$ cat src/rtl/uart_frame_sched.sv
// -----------------------------------------------------------------------------
// uart_frame_sched
//
// Shares one uart_tx byte transmitter between the ADC sample FIFO and a status
// word source. Each granted word is wrapped in a framed packet
// {SYNC, hi byte, lo byte} and sent byte by byte using uart_tx's start/int
// handshake. When both sources are pending, round-robin arbitration hands the
// transmitter to the source that was not granted last.
//
// Optional build macro: SCHED_CHECKSUM_EN
//   When defined, every frame carries a 4th byte, the XOR of bytes 0..2.
//   When undefined, frames are 3 bytes and no checksum logic exists.
//
// Ports
//   clk              system clock
//   rst              synchronous, active-high reset (all outputs 0, state IDLE)
//   en               1 = new frames may start; 0 = finish current frame, then idle
//   fifo_empty_i     sample FIFO empty
//   fifo_rd_en_o     one-cycle FIFO read pulse (FIFO read latency 1 cycle)
//   fifo_data_i      FIFO read data, valid the cycle after fifo_rd_en_o
//   stat_req_i       status frame requested (level, held until stat_ack_o)
//   stat_data_i      status word, sampled in the cycle stat_ack_o is high
//   stat_ack_o       one-cycle pulse: status word consumed
//   uart_tx_start_o  one-cycle start pulse to uart_tx
//   uart_tx_data_o   byte to send, stable from start pulse until uart_tx_int_i
//   uart_tx_int_i    one-cycle byte-done pulse from uart_tx
//   busy_o           1 whenever the scheduler is not idle
//   frame_cnt_o      completed frames (both kinds), wraps to 0
//   timeout_err_o    sticky: a frame was aborted on timeout; cleared only by rst
// -----------------------------------------------------------------------------
module uart_frame_sched #(
    parameter int         DATA_W      = 13,
    parameter logic [7:0] SYNC_SMP    = 8'hA5,
    parameter logic [7:0] SYNC_STAT   = 8'h5A,
    parameter int         TIMEOUT_CYC = 200000
) (
    input  logic              clk,
    input  logic              rst,
    input  logic              en,
    input  logic              fifo_empty_i,
    output logic              fifo_rd_en_o,
    input  logic [DATA_W-1:0] fifo_data_i,
    input  logic              stat_req_i,
    input  logic [15:0]       stat_data_i,
    output logic              stat_ack_o,
    output logic              uart_tx_start_o,
    output logic [7:0]        uart_tx_data_o,
    input  logic              uart_tx_int_i,
    output logic              busy_o,
    output logic [15:0]       frame_cnt_o,
    output logic              timeout_err_o
);

`ifdef SCHED_CHECKSUM_EN
    localparam int NB = 4;
`else
    localparam int NB = 3;
`endif

    localparam logic [1:0]       LAST_IDX = 2'(NB - 1);
    localparam int               TMO_W    = (TIMEOUT_CYC > 1) ? $clog2(TIMEOUT_CYC) : 1;
    localparam logic [TMO_W-1:0] TMO_LAST = TMO_W'(TIMEOUT_CYC - 1);

    typedef enum logic [2:0] {
        ST_IDLE  = 3'd0,
        ST_FETCH = 3'd1,
        ST_LOAD  = 3'd2,
        ST_START = 3'd3,
        ST_WAIT  = 3'd4,
        ST_DONE  = 3'd5
    } state_t;

`ifdef SCHED_CHECKSUM_EN
    // Frame check byte: XOR of sync, hi and lo bytes.
    function automatic logic [7:0] frame_xor(input logic [7:0] b0,
                                             input logic [7:0] b1,
                                             input logic [7:0] b2);
        frame_xor = b0 ^ b1 ^ b2;
    endfunction
`endif

    state_t           state_r;
    state_t           state_nx_s;
    logic             grant_smp_r;      // 1 = current frame is a sample frame
    logic             grant_smp_nx_s;
    logic             last_stat_r;      // 1 = status was granted last
    logic             last_stat_nx_s;
    logic [1:0]       idx_r;            // index of the byte currently on the wire
    logic [1:0]       idx_nx_s;
    logic [TMO_W-1:0] tmo_r;
    logic [TMO_W-1:0] tmo_nx_s;
    logic [7:0]       tx_data_nx_s;
    logic             abort_s;
    logic [15:0]      word_s;
    logic [7:0]       sync_s;
    logic [7:0]       frame_r [NB];

    // Word and sync byte of the frame being loaded, selected by the grant.
    always_comb begin
        word_s = 16'd0;
        sync_s = 8'd0;
        if (grant_smp_r) begin
            word_s = 16'(fifo_data_i);
            sync_s = SYNC_SMP;
        end else begin
            word_s = stat_data_i;
            sync_s = SYNC_STAT;
        end
    end

    // Next-state, arbitration, byte sequencing and WAIT timeout.
    always_comb begin
        state_nx_s     = state_r;
        grant_smp_nx_s = grant_smp_r;
        last_stat_nx_s = last_stat_r;
        idx_nx_s       = idx_r;
        tmo_nx_s       = {TMO_W{1'b0}};
        tx_data_nx_s   = uart_tx_data_o;
        abort_s        = 1'b0;
        case (state_r)
            ST_IDLE: begin
                if (en && !fifo_empty_i && stat_req_i) begin
                    // Contest: the side that lost last time wins now.
                    grant_smp_nx_s = last_stat_r;
                    last_stat_nx_s = !last_stat_r;
                    state_nx_s     = last_stat_r ? ST_FETCH : ST_LOAD;
                end else if (en && !fifo_empty_i) begin
                    grant_smp_nx_s = 1'b1;
                    last_stat_nx_s = 1'b0;
                    state_nx_s     = ST_FETCH;
                end else if (en && stat_req_i) begin
                    grant_smp_nx_s = 1'b0;
                    last_stat_nx_s = 1'b1;
                    state_nx_s     = ST_LOAD;
                end else begin
                    state_nx_s = ST_IDLE;
                end
            end
            ST_FETCH: begin
                state_nx_s = ST_LOAD;
            end
            ST_LOAD: begin
                // Byte 0 is the sync constant, so it can be driven before
                // the frame buffer is written at the end of this cycle.
                idx_nx_s     = 2'd0;
                tx_data_nx_s = sync_s;
                state_nx_s   = ST_START;
            end
            ST_START: begin
                state_nx_s = ST_WAIT;
            end
            ST_WAIT: begin
                if (uart_tx_int_i) begin
                    if (idx_r == LAST_IDX) begin
                        state_nx_s = ST_DONE;
                    end else begin
                        idx_nx_s     = idx_r + 2'd1;
                        tx_data_nx_s = frame_r[idx_r + 2'd1];
                        state_nx_s   = ST_START;
                    end
                end else if (tmo_r == TMO_LAST) begin
                    abort_s    = 1'b1;
                    state_nx_s = ST_IDLE;
                end else begin
                    tmo_nx_s = tmo_r + {{(TMO_W-1){1'b0}}, 1'b1};
                end
            end
            ST_DONE: begin
                state_nx_s = ST_IDLE;
            end
            default: begin
                state_nx_s = ST_IDLE;
            end
        endcase
    end

    // Control state and registered handshake/status outputs.
    always_ff @(posedge clk) begin
        if (rst) begin
            state_r         <= ST_IDLE;
            grant_smp_r     <= 1'b0;
            last_stat_r     <= 1'b1;
            idx_r           <= 2'd0;
            tmo_r           <= {TMO_W{1'b0}};
            fifo_rd_en_o    <= 1'b0;
            stat_ack_o      <= 1'b0;
            uart_tx_start_o <= 1'b0;
            uart_tx_data_o  <= 8'd0;
            busy_o          <= 1'b0;
            frame_cnt_o     <= 16'd0;
            timeout_err_o   <= 1'b0;
        end else begin
            state_r         <= state_nx_s;
            grant_smp_r     <= grant_smp_nx_s;
            last_stat_r     <= last_stat_nx_s;
            idx_r           <= idx_nx_s;
            tmo_r           <= tmo_nx_s;
            // Outputs are decoded from the next state so they line up with it.
            fifo_rd_en_o    <= (state_nx_s == ST_FETCH);
            stat_ack_o      <= (state_nx_s == ST_LOAD) && !grant_smp_nx_s;
            uart_tx_start_o <= (state_nx_s == ST_START);
            uart_tx_data_o  <= tx_data_nx_s;
            busy_o          <= (state_nx_s != ST_IDLE);
            if (state_r == ST_DONE) begin
                frame_cnt_o <= frame_cnt_o + 16'd1;
            end else begin
                frame_cnt_o <= frame_cnt_o;
            end
            if (abort_s) begin
                timeout_err_o <= 1'b1;
            end else begin
                timeout_err_o <= timeout_err_o;
            end
        end
    end

    // Frame byte buffer, captured once per frame in LOAD.
    always_ff @(posedge clk) begin
        if (rst) begin
            for (int i = 0; i < NB; i++) begin
                frame_r[i] <= 8'd0;
            end
        end else if (state_r == ST_LOAD) begin
            frame_r[0] <= sync_s;
            frame_r[1] <= word_s[15:8];
            frame_r[2] <= word_s[7:0];
`ifdef SCHED_CHECKSUM_EN
            frame_r[3] <= frame_xor(sync_s, word_s[15:8], word_s[7:0]);
`endif
        end else begin
            for (int i = 0; i < NB; i++) begin
                frame_r[i] <= frame_r[i];
            end
        end
    end

endmodule

$ cat config.mk
export PLATFORM = sky130hd
export DESIGN_NAME = uart_frame_sched
export DESIGN_NICKNAME = d
export VERILOG_FILES = /design/src/rtl/uart_frame_sched.sv
export SDC_FILE = /design/constraint.sdc
export NUM_CORES = 1
export LEC_CHECK = 0
export BUFFER_PORTS_ARGS = -buffer_cell sky130_fd_sc_hd__buf_2
export CORE_MARGIN = 5
export CORE_UTILIZATION = 40
export CTS_CLUSTER_DIAMETER = 40
export CTS_CLUSTER_SIZE = 40
export DETAILED_ROUTE_END_ITERATION = 16
export REMOVE_ABC_BUFFERS = 1
export SYNTH_ARGS = -nofsm -noshare
export SYNTH_HDL_FRONTEND = slang
export SYNTH_SLANG_ARGS = --single-unit
export TNS_END_PERCENT = 30
$ cat constraint.sdc
create_clock -name clk -period 2.2 [get_ports clk]
set_input_delay 0 -clock clk [delete_from_list [all_inputs] [get_ports clk]]
set_output_delay 0 -clock clk [all_outputs]
set_load 0.005 [all_outputs]
==> results_dict.tcl, run 1 <==
set metrics [dict create \
    crit_path_max_fanout 12 \
    drv_cap 0 \
    ys_seq_area_share_pct 48.25 \
    die_area_um2 10330 \
    placeableCoreArea_um2 8217 \
    hold_viol 0 \
    post_cts_buffers 0 \
    drc 0 \
    tritoncts "done" \
    track_usage_pct 14.62 \
    rows 33 \
    synth_compound_area_share_pct 9.866 \
    muxShareOfSynthArea_pct 6.552 \
    grt_overflow_total 0 \
    postSynthAreaPerCell_um2 9.414 \
    report.final.slew_viol_count 0 \
    cts_htree_levels 3 \
    tightest_slew_ns 0.4748 \
    status "finished clean" \
    grt_max_degree 19 \
    via_per_inst 4.980 \
    die_y_um 101.7 \
    initial_utilization_pct 40.90 \
    multi_input_area_um2 1630 \
    power.density_nw_per_um2 645.1 \
    num_io_pins 64 \
    synth_ff_type "dfxtp_1" \
    hp-class "in -> reg" \
    dpl_cell_area_um2 3800 \
    fin_area_um2 4265 \
    grt_pass1_wl_mm 12.00 \
    cts_buffers 9 \
    dp_hpwl_mm 5.122 \
    layout_common_cells "buf_2 (63), nor2_1 (60), dfxtp_1 (54)" \
    num_antenna_cells 0 \
    final_common_cell "buf_2" \
    rsz0062_at_grt "false" \
    cp-end-kind "flop" \
    postCtsHoldBufs 30 \
    wirelength_mm 7.187 \
    criticalPathCategory "reg -> reg" \
    synth-simple-area-share_pct 25.50 \
    fin_nets 491 \
    synthXorXnorAreaFrac_pct 5.473 \
    max_slew_margin_pct 67.90 \
    fin_crit_sh_pct 84.72 \
    cts_buffer_depth 2 \
    nFillCells 782 \
    ys_async_sr_fraction_pct 0 \
    period_needed_ns 1.864 \
    critical_path_required_ns 2.47 \
    setup_tns_ns 0 \
    fin_cells 563 \
    port_buffers 63 \
    gp_congestion 0.8182 \
    area_growth_pct 26.92 \
    synth_edf_count 18 \
    register_area_um2 1622 \
    die_width_um 101.7 \
    yosysWarnings 0 \
    ir_worst_vdd_mv 0.3335 \
    grt_pass1_vias 2631 \
    synth_seq_cells 72 \
    cp.arrival_ns 2.13 \
    vias 2804 \
    skew_ns 0.006508 \
    max_freq_mhz 536.5 \
    clkLatencyLatePin_ns 0.34 \
    path_clk_slew_ns 0.07 \
    dp.cells 517 \
    drive_above_1_share_pct 20.09 \
    numClockSinks 72 \
    ant_nets 0 \
    cellLeakagePower_nw 1.669 \
    syn_area_um2 3361 \
    antenna_found_initial 0 \
    synthCells 357 \
    cts_resized 0 \
    finalSetupViolations 0 \
    avgRoutedWirePerCell_um 12.77 \
    synthAdderAreaFrac_pct 1.117 \
    yosys.cell_types.count 49 \
    dr.pass1.iters 4 \
    critical_path.startpoint_type "flop" \
    dr.first_iter.drc_count 65 \
    root_buffer "clkbuf_8" \
    synth_top_family_by_area "simple AND/OR/NAND/NOR gates" \
]
==> layer usage <==
layer / global-route usage, % / routed length, um
met1: 18.93 / 3346
met2: 22.64 / 3274
met3: 3.444 / 379
met4: 7.669 / 187
met5: 0 / 0
==> power by group <==
part           switching (mW)  internal (mW)
combinational           0.179          0.205
clock                   0.456          0.433
sequential             0.0407           1.44
==> path summary, 6_finish.rpt <==
path / from / endpoint / slack [ns] / cells after the start
worst max-delay path: state_r[0] / frame_cnt_o[15] / 0.34 / 4
worst min-delay path: stat_req_i / last_stat_r / 0.03 / 3
worst max register to register: state_r[0] / frame_cnt_o[15] / 0.34 / 4
worst min register to register: tmo_r[0] / tmo_r[0] / 0.44 / 1
==> kinds of logic (layout without fill, tap and decap cells) <==
| kind of cell | count (synthesis) | after routing |
|---|---|---|
| buffers and inverters | 25 | 126 |
| AND/OR/NAND/NOR | 160 | 160 |
| AO/OA/AOI/OAI | 54 | 54 |
| XOR/XNOR | 21 | 21 |
| multiplexers | 22 | 22 |
| flip-flops | 72 | 72 |
| adder cells (fa/ha/maj) | 3 | 3 |
==> synthesized netlist by cell type (all sizes together) (3+ instances only) <==
cell / instances / area (um^2)
buf: 8 / 43.79
nor4b: 3 / 26.28
mux2i: 22 / 220.2
nand2: 16 / 60.06
nor2: 60 / 225.2
xor2: 8 / 70.07
and4: 3 / 26.28
inv: 7 / 26.28
xnor2: 13 / 113.9
clkbuf: 10 / 38.78
a31oi: 3 / 18.77
nor2b: 6 / 37.54
nor4: 3 / 33.78
nand3: 10 / 50.05
nor3: 14 / 70.07
edfxtp: 18 / 540.5
dfxtp: 54 / 1081
nand2b: 4 / 25.02
and3: 6 / 37.54
nand4: 8 / 50.05
or3: 9 / 56.30
and2: 7 / 43.79
o21ai: 19 / 95.09
a211oi: 8 / 60.06
ha: 3 / 37.54
a21oi: 14 / 70.07
or4b: 3 / 33.78
==> area by class of cell <==
| cell class | instances | share of cell area [%] |
|---|---|---|
| Clock buffer | 12 | 3.403 |
| Inverter | 7 | 0.6160 |
| Sequential cell | 72 | 38.02 |
| Tap cell | 105 | 3.080 |
| Clock inverter | 4 | 0.4693 |
| Timing Repair Buffer | 103 | 16.19 |
| Multi-Input combinational cell | 260 | 38.22 |
==> flip-flops by register name, indices dropped and copies added, names as in the netlist <==
name             cells
stat_ack_o           1
grant_smp_r          1
fifo_rd_en_o         1
busy_o               1
last_stat_r          1
tmo_r               18
timeout_err_o        1
uart_tx_data_o       8
frame_cnt_o         16
idx_r                2
uart_tx_start_o      1
frame_r             18
state_r              3
==> metrics by stage <==
stage               hold WS, ns  worst slack (ns)  power (mW)  util (%)
global route            0.03965            0.1991       2.903     51.91
global placement         0.2911            0.3747       1.824     46.25
floorplan               0.06907          -0.09412       1.688         -
CTS                    0.006281            0.3335       2.800     51.91
detailed placement       0.2904            0.3464       1.830     46.25
finish                  0.03039            0.3361       2.751     51.91
==> critical path, stage by stage, from the launching register on <==
cell	delay, ns
dfxtp_1	0.55
nand3b_4	0.18
or4b_1	0.60
or3_1	0.33
a21oi_1	0.14
No activity file was read; power rests on OpenSTA's default activity.
==> run 2: changes to the inputs <==
--- a/config.mk
+++ b/config.mk
@@ -5,6 +5,7 @@
 export SDC_FILE = /design/constraint.sdc
 export NUM_CORES = 1
 export LEC_CHECK = 0
+export ABC_AREA = 1
 export BUFFER_PORTS_ARGS = -buffer_cell sky130_fd_sc_hd__buf_2
 export CORE_MARGIN = 5
 export CORE_UTILIZATION = 40
==> constraint.sdc (replaced) <==
create_clock -name clk -period 1.8 [get_ports clk]
set_input_delay 0 -clock clk [delete_from_list [all_inputs] [get_ports clk]]
set_output_delay 0 -clock clk [all_outputs]
set_load 0.005 [all_outputs]
==> run 2 against run 1 <==
Compared with the run above:
- register-to-register slack lost 0.18 ns
- largest cell class is now flip-flops and latches
- largest power group unchanged
- final area grew 3.1%
- flip-flop and latch count unchanged
- final cell count up 12%
==> results_dict.tcl, run 2 <==
set metrics [dict create \
    status "finished clean" \
    drive_above_1_share_pct 21.82 \
    drv_cap 0 \
    avgRoutedWirePerCell_um 12.47 \
    worst_slack_ns 0.1543 \
    die_area_um2 10400 \
    num_antenna_cells 0 \
    rsz0062_at_grt "false" \
    gp_congestion 0.7909 \
    grt_overflow_total 0 \
    synth_top_area_cell "dfxtp_1" \
    root_buffer "clkbuf_8" \
    die_y_um 102.0 \
    cp-end-kind "flop" \
    layout_common_cells "nand2_1 (71), nor2_1 (70), buf_2 (63)" \
    synth_top_area_share_pct 31.94 \
    skew_ns 0.008996 \
    via_per_inst 4.856 \
    cp_slowest_cell "dfxtp_1" \
    synth_common_cells "nand2_1 (71), nor2_1 (71), dfxtp_1 (54)" \
    synth_area_leaders "dfxtp_1 (32%), edfxtp_1 (16%), nand2_1 (7.9%), nor2_1 (7.9%), a21oi_1 (5.2%)" \
    hold_slack_ns 0.02074 \
    worstSetupPathDepth 7 \
    path_cells "ha_1 -> nand3_1 -> nor2_2 -> buf_4 -> nand3_1 -> or3_1 -> a21oi_1" \
    r2r_cells 7 \
    crit_family "simple AND/OR/NAND/NOR gates" \
    area_growth_pct 29.94 \
    ys_seq_area_share_pct 47.91 \
    ant_nets 0 \
    cts_buffer_depth 2 \
    crit_path_max_fanout 5 \
    clkLatencyLatePin_ns 0.34 \
    synthAdderAreaFrac_pct 1.109 \
    synth_ff_type "dfxtp_1" \
    yosysWarnings 0 \
    ir_worst_vdd_mv 0.4856 \
    num_io_pins 64 \
    report.final.slew_viol_count 0 \
    grt_max_degree 19 \
    synth_edf_count 18 \
    track_usage_pct 16.08 \
    cts_buffers 9 \
    cts_htree_levels 3 \
    port_buffers 63 \
    grt_pass1_vias 2959 \
    fin_crit_sh_pct 91.43 \
    drc 0 \
    path_common_cell "nand3_1" \
    vias 3069 \
    synthCells 422 \
    setup_tns_ns 0 \
    synth_compound_area_share_pct 14.05 \
    dr.pass1.iters 4 \
    criticalPathCategory "reg -> reg" \
    numClockSinks 72 \
    placeableCoreArea_um2 8217 \
    synthXorXnorAreaFrac_pct 2.329 \
    reg_top3 "frame_r: 18 flops, tmo_r: 18 flops, frame_cnt_o: 16 flops" \
    pre_cts_ws_ns 0.1755 \
    antenna_found_initial 0 \
    synth_seq_cells 72 \
    multi_input_area_um2 1559 \
    ys_async_sr_fraction_pct 0 \
    power.density_nw_per_um2 919.6 \
    period_needed_ns 1.646 \
    postSynthAreaPerCell_um2 8.020 \
    cp.arrival_ns 1.93 \
    cellLeakagePower_nw 1.800 \
    fin_nets 560 \
    critical_path_required_ns 2.08 \
    dp_hpwl_mm 5.488 \
    dr.first_iter.drc_count 122 \
    register_area_um2 1622 \
    syn_area_um2 3384 \
    finalSetupViolations 0 \
    max_freq_mhz 607.7 \
    muxShareOfSynthArea_pct 0 \
    yosys.cell_types.count 43 \
    final_common_cell "nand2_1" \
    cp_num_buf_inv 1 \
    synth_top_family_by_area "simple AND/OR/NAND/NOR gates" \
    wirelength_mm 7.879 \
    nFillCells 750 \
    tightest_slew_ns 0.4639 \
    synth-simple-area-share_pct 28.43 \
    critical_path.startpoint_type "flop" \
    hold_viol 0 \
    max_stage_delay_ns 0.39 \
    die_width_um 102.0 \
    rows 33 \
    tritoncts "done" \
    holdPathStages 4 \
    initial_utilization_pct 41.19 \
    path_clk_slew_ns 0.08 \
    grt_pass1_wl_mm 13.43 \
    max_slew_margin_pct 68.84 \
    hp-class "in -> reg" \
]
-- run 2: cell types whose count changed in the layout (fill, tap and decap cells not counted), moves of 6 or more --
cell / previous run / this run
nand3_1: 10 / 21
and2_1: 7 / 0
nor2b_1: 6 / 0
nor3_1: 14 / 8
nand2_1: 16 / 71
xnor2_1: 13 / 5
mux2i_1: 22 / 0
or3_1: 9 / 1
nor2_1: 60 / 70
and3_1: 6 / 0
inv_1: 7 / 35
a22o_1: 0 / 13
a21oi_1: 14 / 35
a211oi_1: 8 / 1
-- run 2: final cells by class --
cell class	count	share of cell area (%)
clock buffer	9	2.817
clock inverter	7	3.272
timing repair buffer	99	14.96
sequential	72	36.87
tap	105	2.987
inverter	42	3.642
multi-input combinational	298	35.45
-- run 2: what timing repair did --
| item | in CTS | in global routing |
|---|---|---|
| gates resized for setup | 0 | 2 |
| endpoints found under the setup margin | 0 | 2 |
| endpoints found under the hold margin | 16 | 0 |
| hold buffers | 29 | 0 |
| buffers inserted | 0 | 1 |
-- run 2: worst reg2reg max path, cell delays in order (launching register included) --
cell	delay, ns
dfxtp_1	0.39
ha_1	0.20
nand3_1	0.15
nor2_2	0.17
buf_4	0.13
nand3_1	0.10
or3_1	0.33
a21oi_1	0.12
-- run 2: through the flow --
step,instance area [um^2],power (mW),utilization (%),instances
floorplan,3336,2.151,-,412
global placement,3827,2.329,46.58,586
detailed placement,3827,2.339,46.58,586
CTS,4385,4.079,53.37,631
global route,4398,4.243,53.53,632
finish,4398,4.045,53.53,632
-- run 2: path summary, 6_finish.rpt --
check          startpoint            to  slack (ns)
min reg2reg     tmo_r[17]     tmo_r[17]        0.48
min          fifo_empty_i  fifo_rd_en_o        0.02
max reg2reg      tmo_r[0]     tmo_r[16]        0.15
max              tmo_r[0]     tmo_r[16]        0.15
-- run 2: report_power, final --
group | internal, mW | switching, mW | total (mW)
Combinational | 0.222 | 0.289 | 0.510
Sequential | 1.78 | 0.0552 | 1.84
Clock | 1.06 | 0.632 | 1.69
Total | 3.07 | 0.976 | 4.04
-- run 2: logic make-up after synthesis --
family | Yosys count
compound gates | 80
xor+xnor | 9
fa+ha+maj | 3
buf+inv | 52
flops | 72
simple gates | 206
-- run 2: metal layers --
| layer | vias to the layer above | GRT usage, % | part of all wire [%] |
|---|---|---|---|
| li1 | 1611 | - | - |
| met1 | 1369 | 20.94 | 46 |
| met2 | 78 | 26.04 | 46 |
| met3 | 11 | 3.959 | 6.2 |
| met4 | 0 | 5.752 | 1.7 |
| met5 | - | 0 | 0 |
